### src/rtl/conv_study_pkg.sv
// rtl/conv_study_pkg.sv - shared pixel type, image geometry defaults and writer state enum
package conv_study_pkg;

    localparam int DATA_WIDTH = 8;
    localparam int IMG_ROWS   = 28;
    localparam int IMG_COLS   = 28;
    localparam int PAD        = 2;

    typedef logic [DATA_WIDTH-1:0] pixel_t;

    typedef enum logic [1:0] {
        IDLE   = 2'd0,
        STREAM = 2'd1,
        DONE   = 2'd2
    } wr_state_e;

    function automatic int cnt_width(input int n);
        return (n > 1) ? $clog2(n) : 1;
    endfunction

endpackage

### src/rtl/feature_pos_counter.sv
// rtl/feature_pos_counter.sv - row-major output position counter with wrap and last-position flag
module feature_pos_counter
    import conv_study_pkg::*;
#(
    parameter int NUM_ROWS = 32,
    parameter int NUM_COLS = 32,
    parameter int RW       = cnt_width(NUM_ROWS),
    parameter int CW       = cnt_width(NUM_COLS)
) (
    input  logic          clk,
    input  logic          rst,
    input  logic          clr,
    input  logic          en,
    output logic [RW-1:0] row,
    output logic [CW-1:0] col,
    output logic          last
);

    logic row_end;
    logic col_end;

    assign row_end = (row == RW'(NUM_ROWS - 1));
    assign col_end = (col == CW'(NUM_COLS - 1));
    assign last    = row_end && col_end;

    always_ff @(posedge clk) begin
        if (rst || clr) begin
            row <= '0;
            col <= '0;
        end else if (en) begin
            if (col_end) begin
                col <= '0;
                row <= row_end ? '0 : row + RW'(1);
            end else begin
                col <= col + CW'(1);
            end
        end
    end

endmodule

### src/rtl/feature_frame_writer.sv
// rtl/feature_frame_writer.sv - frames host pixels into the conv input FIFO; FEATURE_ZERO_PAD_EN adds a zero border
module feature_frame_writer
    import conv_study_pkg::*;
#(
    parameter int DATA_WIDTH = conv_study_pkg::DATA_WIDTH,
    parameter int IMG_ROWS   = conv_study_pkg::IMG_ROWS,
    parameter int IMG_COLS   = conv_study_pkg::IMG_COLS,
    parameter int PAD        = conv_study_pkg::PAD
) (
    input  logic                  clk,
    input  logic                  rst,
    input  logic                  i_start,
    input  logic                  i_pixel_valid,
    input  logic [DATA_WIDTH-1:0] i_pixel,
    output logic                  o_pixel_ready,
    input  logic                  i_fifo_afull,
    output logic                  o_wr_en,
    output logic [DATA_WIDTH-1:0] o_wr_data,
    output logic                  o_busy,
    output logic                  o_frame_done
);

`ifdef FEATURE_ZERO_PAD_EN
    localparam int OUT_ROWS = IMG_ROWS + 2 * PAD;
    localparam int OUT_COLS = IMG_COLS + 2 * PAD;
`else
    localparam int OUT_ROWS = IMG_ROWS;
    localparam int OUT_COLS = IMG_COLS;
`endif
    localparam int RW = cnt_width(OUT_ROWS);
    localparam int CW = cnt_width(OUT_COLS);

    localparam logic [1:0] S_IDLE   = 2'(IDLE);
    localparam logic [1:0] S_STREAM = 2'(STREAM);
    localparam logic [1:0] S_DONE   = 2'(DONE);

    logic [1:0]    state;
    logic          last_pending;
    logic [RW-1:0] pos_row;
    logic [CW-1:0] pos_col;
    logic          pos_last;
    logic          host_pos;
    logic          in_stream;
    logic          advance;

    feature_pos_counter #(
        .NUM_ROWS (OUT_ROWS),
        .NUM_COLS (OUT_COLS),
        .RW       (RW),
        .CW       (CW)
    ) u_pos (
        .clk  (clk),
        .rst  (rst),
        .clr  (state == S_IDLE),
        .en   (advance),
        .row  (pos_row),
        .col  (pos_col),
        .last (pos_last)
    );

`ifdef FEATURE_ZERO_PAD_EN
    assign host_pos = (pos_row >= RW'(PAD)) && (pos_row < RW'(PAD + IMG_ROWS)) &&
                      (pos_col >= CW'(PAD)) && (pos_col < CW'(PAD + IMG_COLS));
`else
    logic unused_pos;
    assign unused_pos = ^{pos_row, pos_col};
    assign host_pos   = 1'b1;
`endif

    // The last write is in flight while last_pending is set; nothing more may be accepted.
    assign in_stream     = (state == S_STREAM) && !last_pending;
    assign o_pixel_ready = in_stream && !i_fifo_afull && host_pos;
    assign advance       = in_stream && !i_fifo_afull && (!host_pos || i_pixel_valid);

    assign o_busy       = (state == S_STREAM);
    assign o_frame_done = (state == S_DONE);

    always_ff @(posedge clk) begin
        if (rst) begin
            state        <= S_IDLE;
            last_pending <= 1'b0;
            o_wr_en      <= 1'b0;
            o_wr_data    <= '0;
        end else begin
            o_wr_en      <= advance;
            last_pending <= advance && pos_last;
            if (advance) begin
                o_wr_data <= host_pos ? i_pixel : '0;
            end
            case (state)
                S_IDLE:   if (i_start) state <= S_STREAM;
                S_STREAM: if (last_pending) state <= S_DONE;
                S_DONE:   state <= S_IDLE;
                default:  state <= S_IDLE;
            endcase
        end
    end

endmodule

### config.mk
export PLATFORM = sky130hd
export DESIGN_NAME = feature_frame_writer
export DESIGN_NICKNAME = d
export VERILOG_FILES = /design/src/rtl/conv_study_pkg.sv /design/src/rtl/feature_pos_counter.sv /design/src/rtl/feature_frame_writer.sv
export SDC_FILE = /design/constraint.sdc
export NUM_CORES = 1
export LEC_CHECK = 0
export ABC_CLOCK_PERIOD_IN_PS = 2000
export CAP_MARGIN = 20
export CORE_MARGIN = 2
export CORE_UTILIZATION = 48
export DETAILED_ROUTE_END_ITERATION = 8
export PLACE_DENSITY_LB_ADDON = 0.15
export SYNTH_ARGS = -nofsm -noshare
export SYNTH_HDL_FRONTEND = slang
export SYNTH_HIERARCHICAL = 1
export SYNTH_SLANG_ARGS = --single-unit
### constraint.sdc
create_clock -name clk -period 2 [get_ports clk]
set_input_delay 0.4 -clock clk [delete_from_list [all_inputs] [get_ports clk]]
set_output_delay 0.4 -clock clk [all_outputs]
set_load 0.01 [all_outputs]
# Word-level counts from Yosys, hierarchy flattened
# Index checks and enable logic that the tools add are counted.
# word_totals
latchBits,0
in_bits,13
n_memories,0
ram_bits,0
romBits,0
regBits,22
# classes
n_addsub,2
shift,0
bitwise_logic,0
div,0
n_eq_ne,6
multipliers,0
mux,5
magnitude_cmp,0
n_reduce_logical,11
# op_table
operator,n
adder 5 x 1 -> 5 bit (second input constant),2
== test 5 bit (second input constant),2
2-to-1 mux 5 bit,2
logical AND 1 bit,5
2-to-1 mux 2 bit,2
case mux 2 bit (2 select lines),1
AND reduction 2 bit,2
== test 2 x 1 -> 1 bit (second input constant),1
== test 2 bit (second input constant),1
zero test 1 bit,2
zero test 2 bit,1
!= test 2 x 1 -> 1 bit (second input constant),1
!= test 2 bit (second input constant),1
logical OR 1 bit,1

# Depth between registers and ports, before layout
# logic_depth
depth_word,5
ltp_mapped,6
depth_no_buf,6

# Cells and area by module
# Netlist, hierarchy kept.
# modules_own_cells
mod,cells_each,area_per_inst_um2,instances
feature_pos_counter,60,526.8,1
feature_frame_writer,51,515.5,1

# Worst setup path before layout
# No wires, ideal clock.
# synth_timing
path_type,reg2reg
start,register state[1]
end,register u_pos.row[4]
arrival_ps,1860
n_path_buf,0
required_ps,1930
period_less_slack_ps,1931
setup_slack_ps,69
setup_time_ps,70
stages_incl_launch_ff,7
path_cell_list,dfxtp_1 -> nor4b_4 -> nand2_4 -> clkinv_4 -> nand2_1 -> or4_1 -> a21oi_1
# synth_via
elab_chain_len,5
# synth_lines
item,line_no,source
from (decl),feature_frame_writer.sv:37,logic [1:0] state;
from (signal assigned),feature_frame_writer.sv:80,state <= S_IDLE;
from (signal assigned),feature_frame_writer.sv:91,S_IDLE: if (i_start) state <= S_STREAM;
from (signal assigned),feature_frame_writer.sv:92,S_STREAM: if (last_pending) state <= S_DONE;
== test 2 x 1 -> 1 bit,feature_frame_writer.sv:71,assign in_stream = (state == S_STREAM) && !last_pending;
logical AND 1 bit,feature_frame_writer.sv:71,
logical AND 1 bit,--,
via o_pixel_ready,feature_frame_writer.sv:15,"output logic o_pixel_ready,"
logical AND 1 bit,feature_frame_writer.sv:73,assign advance = in_stream && !i_fifo_afull && (!host_pos || i_pixel_valid);
via advance,feature_frame_writer.sv:44,logic advance;
AND reduction 2 bit (no line),--,
to (signal assigned),feature_pos_counter.sv:33,row <= row_end ? '0 : row + RW'(1);
to (decl),feature_pos_counter.sv:14,"output logic [RW-1:0] row,"
# The timed path passes the listed nets, and every way through them passes these cells.
# A chain may end at the register's enable or synchronous reset.

# Final worst setup path
# layout_timing
start,register state[1]
end,output port o_busy
# layout_via
elab_chain_len,1
# layout_lines
item,line_no,source
== test 2 x 1 -> 1 bit,feature_frame_writer.sv:75,assign o_busy = (state == S_STREAM);
to (decl),feature_frame_writer.sv:19,"output logic o_busy,"
# Every way passes these cells.

==> results.toml <==
[die]
start_util_pct = 52.1
die_w_um = 50.6
die_h_um = 50.6
core_area_mm2 = 0.00200
dieArea_mm2 = 0.00256
fp-row-count = 16
pin_count = 25

[clock_tree]
cts.sinks = 22
postCtsSetupBuffers = 0
cts_buffers = 3
cts.path.max_buffers = 2
clk_latency_ns = 0.30
cts_tree = "built"
cts_root_buf = "clkbuf_4"
ctsHoldBuffers = 0
h-tree-depth = 1
clkTransAtPathRegs_ns = 0.12
cts-resized-gates = 1

[finish]
area_growth_pct = 38.4
fin_util_pct = 72.1
final_nets = 163
final_common_cell = "clkdlybuf4s50_1"
finalInstanceArea_mm2 = 0.00144
antennaDiodeCount = 0
drive_above_1_share_pct = 17.0
stdcell_count = 174
final_cell_mix = "clkdlybuf4s50_1 (23), dfxtp_1 (22), buf_4 (12)"

[timing]
finClkSkew_ns = 0.00969
drv_slew = 0
setup_viol = 0
fin_ws_ns = 0.155
relSlewSlack_pct = 84.3
fin_crit_ns = 1.84
finalCritPeriodShare_pct = 92.2
fmax_ghz = 0.542
rsz0062_at_grt = "no"
final_hold_viol_count = 0
worstMarginPinSlew_ns = 0.235

[grt]
antenna_found_initial = 0
grt_max_degree = 21
grt_pass1_wl_um = 3980
gr-total-overflow = 0
grt_pass1_vias = 936
grt_usage_pct = 20.2

[critical_path]
cp_max_fo = 5
path_cells = "and2b_1 -> clkdlybuf4s50_1"
end_kind = "output pin"
required_ns = 1.60
criticalPathCategory = "reg -> out"
cp_data_arrival_time_ns = 1.44
start_kind = "flip-flop"
critical-path-slowest-cell = "clkdlybuf4s50_1"
cpPeakStageDelay_ns = 0.47

[place]
dp_hpwl_um = 1690
gp_congestion = 0.776
io_buffers = 24
pre_cts_ws_ns = -0.156
place_inst = 170
placed_area_mm2 = 0.00139

[route]
via_per_inst = 5.41
drc = 0
drt-initial-drc-count = 21
drtAntennaViolNets = 0
dr.pass1.iters = 4
wl_per_cell_um = 13.0
vias = 942
wl_um = 2260

[power]
p_total_w = 0.000871
power.leakage_nw = 0.551
ir_drop_mv = 0.501
powerDensity_mw_per_mm2 = 604

[job]
cap_violations = 0

[worst_hold_path]
hp-class = "reg -> reg"

[logic_synthesis]
mappedNetlistNets = 126
netlist_area_mm2 = 0.00104
yosysWarnings = 6
yosysSeqAreaShare_pct = 42.3
syn_inst = 111
synth.distinct_cells = 38
synth_seq_cells = 22
synth_area_per_cell_um2 = 9.39

[run_status]
status = "finished clean"
==> logic make-up after synthesis <==
group | Yosys count | share of synthesized area, %
and+or+nand+nor | 54 | 37.8
AOI/OAI and AO/OA | 23 | 12.4
DFF | 22 | 42.3
buffers and inverters | 8 | 3.36
adders and majority gates | 2 | 2.40
xor gates and xnor gates | 1 | 0.840
muxes | 1 | 0.960
==> stage by stage <==
step | TNS [ns] | hold slack, ns
after global placement | -0.462 | 0.450
after floorplan | 0 | 0.462
after global routing | 0 | 0.505
after CTS | 0 | 0.479
after detailed placement | -0.669 | 0.459
final | 0 | 0.477
==> cells in the mapped netlist <==
master,number,area [um2]
or2_2,1,6.26
nand2_1,4,15.0
and4b_1,1,10.0
dfxtp_1,22,440
and2b_1,1,7.51
or2b_2,1,8.76
o211ai_1,1,7.51
a32o_1,1,10.0
buf_1,1,3.75
or3b_2,1,8.76
nand4_1,2,12.5
and2_1,1,6.26
nand4b_1,9,78.8
or4_1,2,15.0
ha_1,2,25.0
o21ai_0,2,10.0
nand2b_1,10,62.6
inv_1,3,11.3
and3b_2,1,10.0
nor4b_4,1,23.8
and3_1,2,12.5
nand3_1,3,15.0
clkbuf_1,3,11.3
nand2_4,1,11.3
a21oi_1,8,40.0
o31ai_1,2,15.0
clkinv_4,1,8.76
o21ai_1,8,40.0
nor3b_1,1,7.51
nor2_1,5,18.8
nor3_1,2,10.0
nand3b_1,2,15.0
xor2_1,1,8.76
nand3b_4,1,20.0
a31oi_1,1,6.26
nor3b_2,1,12.5
mux2i_1,1,10.0
nor2b_1,1,6.26
==> power by group <==
part	total [W]	internal, W	switching, W
registers	0.000449	0.000445	0.00000474
logic	0.0000896	0.0000546	0.0000350
clock network	0.000332	0.000203	0.000130
==> area by class of cell <==
cell class | count | area [um2]
multi-input combinational | 81 | 567
inverter | 4 | 20.0
fill | 159 | 559
clock inverter | 1 | 30.0
tap | 27 | 33.8
timing repair buffer | 36 | 329
sequential | 22 | 440
clock buffer | 3 | 22.5
==> worst max-delay path, delay by kind of cell (launching register included) <==
family | cells | cell delay [ns]
simple gates | 1 | 0.22
flops | 1 | 0.46
buf+inv | 1 | 0.47
==> routing by layer <==
layer / GRT usage, % / up-vias / share of wire, % / routed length (um)
li1: - / 476 / - / -
met1: 24.3 / 443 / 46 / 1040
met2: 35.5 / 19 / 48 / 1090
met3: 2.68 / 4 / 4.3 / 97
met4: 9.46 / 0 / 1.8 / 40
met5: 0 / - / 0 / 0
==> worst paths after layout <==
path / start / to / slack, ns / cells past startpoint
setup / recovery: state[1] / o_busy / 0.16 / 2
hold / removal: o_wr_data[3] / o_wr_data[3] / 0.48 / 2
setup reg to reg: state[1] / u_pos/row[4] / 0.27 / 7
hold reg to reg: o_wr_data[3] / o_wr_data[3] / 0.48 / 2
==> state kept, by name (all words and copies together) (netlist names) <==
signal,flops
last_pending,1
o_wr_data,8
o_wr_en,1
state,2
u_pos/col,5
u_pos/row,5
No activity file was read; power rests on OpenSTA's default activity.
==> variant (same flow settings) <==
Make the reset (`rst`) asynchronous in one clocked block.
--- a/src/rtl/feature_frame_writer.sv
+++ b/src/rtl/feature_frame_writer.sv
@@ -75,7 +75,7 @@
     assign o_busy       = (state == S_STREAM);
     assign o_frame_done = (state == S_DONE);
 
-    always_ff @(posedge clk) begin
+    always_ff @(posedge clk or posedge rst) begin
         if (rst) begin
             state        <= S_IDLE;
             last_pending <= 1'b0;
Formal check against the unedited RTL: differs if rst is asserted again (counterexample within 4 cycles, from zero or initial values and one cycle with rst high); with rst held inactive, the same outputs for 10 cycles.
==> variant against the original RTL <==
  * Cell area is 7.0% lower
  * Synthesized area is 3.4% lower
  * Setup slack worse by 83 ps
  * Routed wire length is 10% lower
  * Sequential cell count stayed put
  * Register-to-register slack worse by 150 ps
  * Sequential power is 7.6% higher
  * Critical path depth stayed put
  * Total power is 3.4% lower
  * Count of clock-buffer cells in the layout is 1 higher
  * Highest routed layer unchanged
==> variant: results (changes against the original RTL) <==
The sequential area share after synthesis came to 0.497 (was 0.423). The placement-stage worst setup slack was -176 ps (was -156 ps). The initial detailed-routing violation count is 14 (was 21). The predominant post-synthesis flop cell is sky130_fd_sc_hd__dfrtp_1 (was sky130_fd_sc_hd__dfxtp_1). The fraction of layout cells with a size suffix above 1 was 0.194 (was 0.170). The post-synthesis share of cell area spent on xor and xnor gates came out at 0.00870 (was 0.00840). The post-placement cell area came to 1320 sq um (was 1390 sq um).

The fraction of registers with async set or reset after synthesis is 0.545 (was 0). Outcome: complete, no violations (unchanged). Main area contributors after synthesis: sky130_fd_sc_hd__dfrtp_1 30%, sky130_fd_sc_hd__dfxtp_1 20%, sky130_fd_sc_hd__mux2_2 8.9% (was sky130_fd_sc_hd__dfxtp_1 42%, sky130_fd_sc_hd__nand4b_1 7.6%, sky130_fd_sc_hd__nand2b_1 6.0%). The detail-routed via count per cell is 5.34 (was 5.41).

Top Registers: o_wr_data: 8 flops, u_pos/col: 5 flops, u_pos/row: 5 flops (unchanged). The pin slew with the least headroom to its limit came out at 449 ps (was 235 ps). The endpoint arrival time on the critical path came to 1530 ps (was 1440 ps). The buffer depth of the longest clock path is 2 (unchanged). The pin count of the biggest net entering global routing came out at 13 (was 21).

The initial antenna violation count was 0 (unchanged). The global-route total usage across every layer is 0.187 (was 0.202). The clock latency of the later-clocked register in the worst-skew pair is around 310 ps. The class of the tightest hold or removal check is primary input to asynchronous set/reset pin (was flip-flop to flip-flop). The clock-pin slew of the registers on the worst-case setup and hold paths came to 120 ps (about the same).

The first-pass GRT wire length came out at 3430 um (was 3980 um). The worst-case clock skew is 1.57 ps (was 9.69 ps). The first-pass iteration count of the detailed router is 4 (unchanged). The post-synthesis compound-gate area fraction came out at 0.0882 (was 0.124). The post-synth net total came out at 107 (was 126).

The number of antenna cells inserted came out at 0 (unchanged). The count of synthesis-stage warnings from yosys was 6 (unchanged). The final weighted congestion in routability-driven placement is 0.815 (was 0.776). The HPWL after detailed placement came out at 1520 um (was 1690 um). The worst ir drop on vdd is 0.000469 V (was 0.000501 V). The maximum fanout encountered on the critical timing path was 5 (unchanged).

The via count of the first global-routing pass is 824 (was 936). The fill cell instance count of the final layout is 174 (was 159). The proportion of synthesized area in mux cells is 0.0994 (was 0.00960). The count of input and output buffers came out at 24 (unchanged). The static leakage power is 0.581 nW (was 0.551 nW). The count of distinct cell types in the synthesized netlist came out at 35 (was 38).

The net count reported at finish came out at 140 (was 163). The adder-cell area share of the yosys netlist is 0.0248 (was 0.0240). Most instantiated cells after synthesis: 12 x sky130_fd_sc_hd__dfrtp_1, 10 x sky130_fd_sc_hd__dfxtp_1, 8 x sky130_fd_sc_hd__a21oi_1, 8 x sky130_fd_sc_hd__mux2_2 (was 22 x sky130_fd_sc_hd__dfxtp_1, 10 x sky130_fd_sc_hd__nand2b_1, 9 x sky130_fd_sc_hd__nand4b_1, 8 x sky130_fd_sc_hd__a21oi_1, 8 x sky130_fd_sc_hd__o21ai_1). The wire length reported by the detailed router is 2030 um (was 2260 um).
variant: cell count changes in the layout (fill, tap and decap cells not counted), sizes merged, moves of 2 or more:
cell	before	now
buf	12	5
dfrtp	0	12
dfxtp	22	10
inv	3	5
mux2	0	8
nand2b	10	2
nand4b	9	1
nor3b	2	0
o21ai	10	2
variant: logic make-up after synthesis:
group,after synthesis
simple gates,37
flops,22
compound gates,15
mux,9
buf+inv,6
fa+ha+maj,2
xor+xnor,1
variant: cell type report:
| class | instances | area share |
|---|---|---|
| timing repair buffer | 29 | 0.206 |
| inverter | 5 | 0.0140 |
| tap | 27 | 0.0252 |
| sequential | 22 | 0.374 |
| clock buffer | 4 | 0.0196 |
| multi-input combinational | 64 | 0.361 |
variant: through the flow:
| step | total power [mW] | utilization | instances |
|---|---|---|---|
| after detailed placement | 0.640 | 0.670 | 147 |
| after global routing | 0.878 | 0.684 | 151 |
| final | 0.842 | 0.684 | 151 |
| after CTS | 0.855 | 0.684 | 151 |
| after floorplan | 0.548 | - | 92 |
| after global placement | 0.636 | 0.670 | 147 |
variant: worst paths after layout:
path,startpoint,end,slack [ps]
setup / recovery,state[1],o_busy,70
hold reg to reg,u_pos/col[1],u_pos/col[1],510
max in group asynchronous,rst,state[1],1260
setup reg to reg,state[1],u_pos/col[4],120
min in group clk,u_pos/col[1],u_pos/col[1],510
hold / removal,rst,last_pending,410
variant: power breakdown:
group | internal (mW) | switching [mW]
sequential | 0.469 | 0.0136
clock | 0.0781 | 0.135
combinational | 0.0940 | 0.0517
total | 0.641 | 0.201
variant: critical path, cell delays in order (launching register included):
cell	delay, ps
sky130_fd_sc_hd__dfrtp_2	470
sky130_fd_sc_hd__and2b_1	220
sky130_fd_sc_hd__clkdlybuf4s50_1	530
variant: what timing repair did:
action	in CTS	in global routing
setup endpoints to repair	1	0
gates resized for setup	2	0
setup buffers	0	0
variant: metal layers:
| metal | global-route usage | up-vias | wire length [um] |
|---|---|---|---|
| li1 | - | 397 | - |
| met1 | 0.207 | 389 | 900 |
| met2 | 0.320 | 15 | 1020 |
| met3 | 0.0424 | 5 | 64 |
| met4 | 0.120 | 0 | 48 |
| met5 | 0 | - | 0 |
